==> src/rtl/counter_cmd_pkg.sv <==
// rtl/counter_cmd_pkg.sv - shared FSM states, ASCII command bytes and byte decoder for counter_cmd_ctrl
package counter_cmd_pkg;

    typedef enum logic [1:0] {
        S_IDLE   = 2'd0,
        S_POP    = 2'd1,
        S_DECODE = 2'd2,
        S_ACK    = 2'd3
    } state_t;

    typedef enum logic [1:0] {
        CMD_NONE = 2'd0,
        CMD_RUN  = 2'd1,
        CMD_CLR  = 2'd2,
        CMD_MODE = 2'd3
    } cmd_t;

    localparam logic [7:0] CMD_RUN_L  = 8'h72;
    localparam logic [7:0] CMD_RUN_U  = 8'h52;
    localparam logic [7:0] CMD_CLR_L  = 8'h63;
    localparam logic [7:0] CMD_CLR_U  = 8'h43;
    localparam logic [7:0] CMD_MODE_L = 8'h6D;
    localparam logic [7:0] CMD_MODE_U = 8'h4D;
    localparam logic [7:0] ACK_ERR    = 8'h3F;

    function automatic cmd_t decode_cmd(input logic [7:0] b);
        case (b)
            CMD_RUN_L,  CMD_RUN_U:  decode_cmd = CMD_RUN;
            CMD_CLR_L,  CMD_CLR_U:  decode_cmd = CMD_CLR;
            CMD_MODE_L, CMD_MODE_U: decode_cmd = CMD_MODE;
            default:                decode_cmd = CMD_NONE;
        endcase
    endfunction

endpackage

==> src/rtl/counter_cmd_ctrl_cmd_apply.sv <==
// rtl/counter_cmd_ctrl_cmd_apply.sv - register stage applying run toggle, clear pulse and mode wrap
module cmd_apply #(
    parameter int NUM_MODES = 2,
    parameter int MODE_W    = $clog2(NUM_MODES)
) (
    input  logic              clk,
    input  logic              rst,
    input  logic              i_run_tgl,
    input  logic              i_clr,
    input  logic              i_mode_adv,
    output logic              o_run,
    output logic              o_clear,
    output logic [MODE_W-1:0] o_mode
);

    localparam logic [MODE_W-1:0] MODE_LAST = MODE_W'(NUM_MODES - 1);

    logic              r_run;
    logic              r_clear;
    logic [MODE_W-1:0] r_mode;

    always_ff @(posedge clk) begin
        if (!rst) begin
            r_run   <= 1'b0;
            r_clear <= 1'b0;
            r_mode  <= '0;
        end else begin
            r_clear <= i_clr;
            if (i_run_tgl) begin
                r_run <= !r_run;
            end
            if (i_mode_adv) begin
                r_mode <= (r_mode == MODE_LAST) ? '0 : r_mode + 1'b1;
            end
        end
    end

    assign o_run   = r_run;
    assign o_clear = r_clear;
    assign o_mode  = r_mode;

endmodule

==> src/rtl/counter_cmd_ctrl.sv <==
// rtl/counter_cmd_ctrl.sv - merges button pulses and UART command bytes into counter run/clear/mode control
// Optional acknowledge echo into the TX FIFO is enabled by defining CMD_ECHO_EN.
module counter_cmd_ctrl
    import counter_cmd_pkg::*;
#(
    parameter  int NUM_MODES = 2,
    localparam int MODE_W    = $clog2(NUM_MODES)
) (
    input  logic              clk,
    input  logic              rst,
    input  logic              i_btn_run,
    input  logic              i_btn_clear,
    input  logic              i_btn_mode,
    input  logic              i_rx_empty,
    input  logic [7:0]        i_rx_data,
    output logic              o_rx_pop,
    input  logic              i_tx_full,
    output logic              o_tx_push,
    output logic [7:0]        o_tx_data,
    output logic              o_run,
    output logic              o_clear,
    output logic [MODE_W-1:0] o_mode,
    output logic              o_busy
);

    state_t r_state;
    logic   r_pend_run;
    logic   r_pend_clear;
    logic   r_pend_mode;

    logic   w_btn_run;
    logic   w_btn_clear;
    logic   w_btn_mode;
    logic   w_btn_any;
    cmd_t   w_cmd;
    logic   w_run_tgl;
    logic   w_clr;
    logic   w_mode_adv;

    assign w_btn_run   = r_pend_run   | i_btn_run;
    assign w_btn_clear = r_pend_clear | i_btn_clear;
    assign w_btn_mode  = r_pend_mode  | i_btn_mode;
    assign w_btn_any   = w_btn_run | w_btn_clear | w_btn_mode;
    assign w_cmd       = decode_cmd(i_rx_data);

    // Only S_IDLE (buttons) or S_DECODE (UART) may drive the apply stage, so one effect per edge.
    always_comb begin
        w_run_tgl  = 1'b0;
        w_clr      = 1'b0;
        w_mode_adv = 1'b0;
        if (r_state == S_IDLE) begin
            w_run_tgl  = w_btn_run;
            w_clr      = w_btn_clear;
            w_mode_adv = w_btn_mode;
        end else if (r_state == S_DECODE) begin
            w_run_tgl  = (w_cmd == CMD_RUN);
            w_clr      = (w_cmd == CMD_CLR);
            w_mode_adv = (w_cmd == CMD_MODE);
        end
    end

`ifdef CMD_ECHO_EN
    logic [7:0] r_ack_data;
`endif

    always_ff @(posedge clk) begin
        if (!rst) begin
            r_state      <= S_IDLE;
            r_pend_run   <= 1'b0;
            r_pend_clear <= 1'b0;
            r_pend_mode  <= 1'b0;
`ifdef CMD_ECHO_EN
            r_ack_data   <= 8'h00;
`endif
        end else begin
            r_pend_run   <= w_btn_run;
            r_pend_clear <= w_btn_clear;
            r_pend_mode  <= w_btn_mode;
            case (r_state)
                S_IDLE: begin
                    if (w_btn_any) begin
                        r_pend_run   <= 1'b0;
                        r_pend_clear <= 1'b0;
                        r_pend_mode  <= 1'b0;
                    end else if (!i_rx_empty) begin
                        r_state <= S_POP;
                    end
                end
                S_POP: r_state <= S_DECODE;
                S_DECODE: begin
`ifdef CMD_ECHO_EN
                    r_ack_data <= (w_cmd == CMD_NONE) ? ACK_ERR : i_rx_data;
                    r_state    <= S_ACK;
`else
                    r_state    <= S_IDLE;
`endif
                end
`ifdef CMD_ECHO_EN
                S_ACK: begin
                    if (!i_tx_full) begin
                        r_state <= S_IDLE;
                    end
                end
`endif
                default: r_state <= S_IDLE;
            endcase
        end
    end

    cmd_apply #(
        .NUM_MODES (NUM_MODES),
        .MODE_W    (MODE_W)
    ) u_apply (
        .clk        (clk),
        .rst        (rst),
        .i_run_tgl  (w_run_tgl),
        .i_clr      (w_clr),
        .i_mode_adv (w_mode_adv),
        .o_run      (o_run),
        .o_clear    (o_clear),
        .o_mode     (o_mode)
    );

    assign o_rx_pop = (r_state == S_POP);
    assign o_busy   = (r_state != S_IDLE);

`ifdef CMD_ECHO_EN
    assign o_tx_push = (r_state == S_ACK) && !i_tx_full;
    assign o_tx_data = (r_state == S_ACK) ? r_ack_data : 8'h00;
`else
    logic w_unused_tx_full;
    assign w_unused_tx_full = i_tx_full;
    assign o_tx_push        = 1'b0;
    assign o_tx_data        = 8'h00;
`endif

endmodule

==> config.mk <==
export PLATFORM = sky130hd
export DESIGN_NAME = counter_cmd_ctrl
export DESIGN_NICKNAME = d
export VERILOG_FILES = /design/src/rtl/counter_cmd_pkg.sv /design/src/rtl/counter_cmd_ctrl_cmd_apply.sv /design/src/rtl/counter_cmd_ctrl.sv
export SDC_FILE = /design/constraint.sdc
export NUM_CORES = 1
export LEC_CHECK = 0
export ABC_AREA = 1
export BUFFER_PORTS_ARGS = -buffer_cell sky130_fd_sc_hd__buf_2
export CORE_AREA = 2 2 39 41
export CTS_BUF_LIST = sky130_fd_sc_hd__clkbuf_4 sky130_fd_sc_hd__clkbuf_8 sky130_fd_sc_hd__clkbuf_16
export CTS_CLUSTER_DIAMETER = 80
export DETAILED_ROUTE_END_ITERATION = 10
export DIE_AREA = 0 0 41 43
export PLACE_DENSITY = 0.79
export SYNTH_ARGS = -nofsm -noshare
export SYNTH_HDL_FRONTEND = slang
export SYNTH_HIERARCHICAL = 1
export SYNTH_SLANG_ARGS = --single-unit
==> constraint.sdc <==
create_clock -name clk -period 1.8 [get_ports clk]
set_clock_uncertainty 0.05 [all_clocks]
set_input_delay 0 -clock clk [delete_from_list [all_inputs] [get_ports clk]]
set_output_delay 0 -clock clk [all_outputs]
set_load 0.005 [all_outputs]
==> metrics.md <==
| Metric | Value |
|---|---|
| First-pass iteration count of the detailed router | `2` |
| Post-CTS Hold Buffers | `6` |
| HP Class | `input pin to flip-flop` |
| RSZ-0062 raised after global routing | `false` |
| Layout cell share with drive strength beyond 1 | `between 20 and 30%` |
| Sw Share | `between 20% and 30%` |
| WP data required | `1940 ps` |
| I/O pin count | `29` |
| Number of port buffers | `18` |
| Starting Density | `between 30 and 40%` |
| Core area | `about 1400 um^2` |
| Family with the most delay on the worst path | `buffers and inverters` |
| Crit-path most repeated cell | `dlygate4sd3_1` |
| Arr. time, crit path | `roughly 1600 ps` |
| Final Setup Violations | `0` |
| Pin count of the biggest net entering global routing | `7` |
| Endpoint type of the worst setup path | `flip-flop` |
| Final Cell Area | `624 um^2` |
| Worst-path clk slew | `50 ps` |
| Critical path peak fanout | `3` |
| Worst IR Drop VDD | `roughly 0.36 mV` |
| All-Layer GR Usage | `11.2%` |
| P_sw | `93.6 uW` |
| Die area | `between 1500 and 2000 um^2` |
| Detailed-route vias per instance | `just over 4` |
| Global-route wire length before repair | `1320 um` |
| Worst path max stage delay | `approximately 560 ps` |
| Chip Width | `about 40 um` |
| Gp weighted congestion | `between 0.6 and 0.7` |
| CP max stage cell | `dlygate4sd3_1` |
| Flops & latches, synth | `8` |
| Clock tree buffer depth | `2` |
| Power, Total | `between 300 and 400 uW` |
| Root Driver | `clkbuf_4` |
| Vias in the first global route | `between 300 and 400` |
| Area grow syn2layout | `33.1%` |
| Pins Over Slew Limit | `0` |
| Worst-Skew Late Latency | `about 250 ps` |
| Synth Area per Inst | `about 6.4 um^2` |
| FP Rows | `14` |
| H-tree lvl count | `1` |
| Clock power share | `between 30 and 40%` |
| GRT overflow | `0` |
| Post-synthesis cell type count | `15` |
| Fin. Hold Viols | `0` |
| Vias | `478` |
| TritonCTS Buffers | `3` |
| Startpoint types | `input pin` |
| Post-Syn Area | `approximately 470 um^2` |
| Initial drt markers | `3` |
| CTS Sinks | `8` |
| Leak pwr | `0.348 nW` |
| Outcome | `finished clean` |
| Post-cts gate resize count | `0` |
| Layout Nets | `around 120` |
| DR WL/cell | `approximately 7.5 um` |
| CTS tree | `built` |
| DP Area | `~540 um^2` |
| Worst path bufs/invs | `3` |
| Multi-input logic area | `~240 um^2` |
| Sequential power share | `about half` |
| Syn. warnings | `6` |
| Antenna violations before repair | `0` |
| Fin crit share | `about four fifths` |
| TNS Setup | `0 ps` |
| Fmax | `between 0.6 and 0.7 GHz` |
| Internal power | `roughly 290 uW` |
| Remaining DRCs | `0` |
| Maxcap violations | `0` |
| CP Cell Sequence | `dlygate4sd3_1, buf_2, nor2_1, nand3_1, nor3_2, dlygate4sd3_1` |
| Post-route ant nets | `0` |
| Antenna cells | `0` |
| Synthesized instance count | `73` |
| Setup bufs post-CTS | `0` |
| Clock period minus worst slack | `roughly 1500 ps` |
| Fill count | `approximately 150` |
| Comb power frac | `between 10% and 20%` |
| Height of the chip | `between 40 and 50 um` |
| Final wirelength | `about 870 um` |
| DP HPWL | `692 um` |
| Register area share after synthesis | `approximately a third` |
| Power per Cell Area | `slightly above 600 nW/um^2` |
| CP Class | `input pin to flip-flop` |
| Flip-flop and latch area | `approximately 160 um^2` |
-- layer usage --
| metal | vias to the layer above | share of wire (%) | GRT usage [%] |
|---|---|---|---|
| met2 | 20 | 51 | 18.1 |
| met5 | - | 0 | 0 |
| met4 | 0 | 1.6 | 10.0 |
| li1 | 255 | - | - |
| met3 | 2 | 6.0 | 1.57 |
| met1 | 201 | 41 | 11.4 |
-- stage by stage --
stage                     setup WS, ps  instances  util (%)  hold slack, ps
after CTS                          357        115      45.1             160
final                              337        115      45.1             158
after floorplan                    812         81         -            19.7
after global placement             741        106      39.2             119
after detailed placement           714        106      39.2             122
after global routing               242        115      45.1             232
-- synthesized netlist by cell type --
cell	number	area, um^2
nand2_1	18	67.6
nor2_1	15	56.3
buf_4	9	67.6
dfxtp_1	8	160
inv_1	6	22.5
nor2_2	4	25.0
inv_2	3	11.3
nand3_1	2	10.0
o21ai_1	2	10.0
and3_1	1	6.26
conb_1	1	3.75
nand4_1	1	6.26
nor3_2	1	10.0
nor3b_1	1	7.51
o21ai_0	1	5.00
-- power groups by stage --
| stage | registers (mW) | logic, mW | clock network (mW) |
|---|---|---|---|
| finish | 0.188 | 0.0676 | 0.131 |
| global route | 0.188 | 0.0785 | 0.145 |
| CTS | 0.188 | 0.0677 | 0.135 |
| detailed placement | 0.191 | 0.0587 | 0 |
| global placement | 0.191 | 0.0570 | 0 |
| floorplan | 0.192 | 0.0453 | 0 |
-- cell type report --
type | instances | area share [%]
flip-flops and latches | 8 | 25.7
well taps | 16 | 3.21
clock buffers | 3 | 3.61
multi-input cells | 55 | 38.1
inverters | 9 | 5.41
repair buffers | 24 | 24.0
-- final timing paths --
path | from | endpoint | cells past startpoint | slack (ps)
worst min register to register | r_pend_mode | r_pend_mode | 2 | 430
worst min-delay path | i_rx_data[4] | u_apply/o_mode | 6 | 160
worst max register to register | r_state[1] | r_state[0] | 4 | 430
worst max-delay path | i_btn_mode | r_state[0] | 6 | 340
-- flip-flops by register name, indices dropped and copies added (netlist names) --
signal and count:
r_pend_clear 1, r_pend_mode 1, r_pend_run 1, r_state 2
u_apply/o_clear 1, u_apply/o_mode 1, u_apply/o_run 1
-- cells in the final DEF (no fill, tap or decap) --
cell and count:
o21ai_0 1, o21ai_1 2, nand4_1 1, dfxtp_1 8, nand3_1 2, nor2_2 4
nor3_2 1, inv_1 6, and3_1 1, inv_2 3, clkbuf_4 3, nor2_1 15
nor3b_1 1, conb_1 9, dlygate4sd3_1 6, nand2_1 18, buf_2 18
-- worst register-to-register path, cell delays in order (launching register included) --
cell,delay [ps]
dfxtp_1,330
nor2_2,160
nand2_1,80
nor3_2,150
dlygate4sd3_1,560
-- kinds of logic (layout without fill, tap and decap cells) --
| kind of cell | Yosys count | in the layout | synth area share [%] |
|---|---|---|---|
| AND/OR/NAND/NOR | 43 | 43 | 40.3 |
| AO/OA/AOI/OAI | 3 | 3 | 3.20 |
| other | 1 | 9 | 0.799 |
| flip-flops | 8 | 8 | 34.1 |
| buffers and inverters | 18 | 36 | 21.6 |
Note: power is estimated with default switching activity, not from simulation.
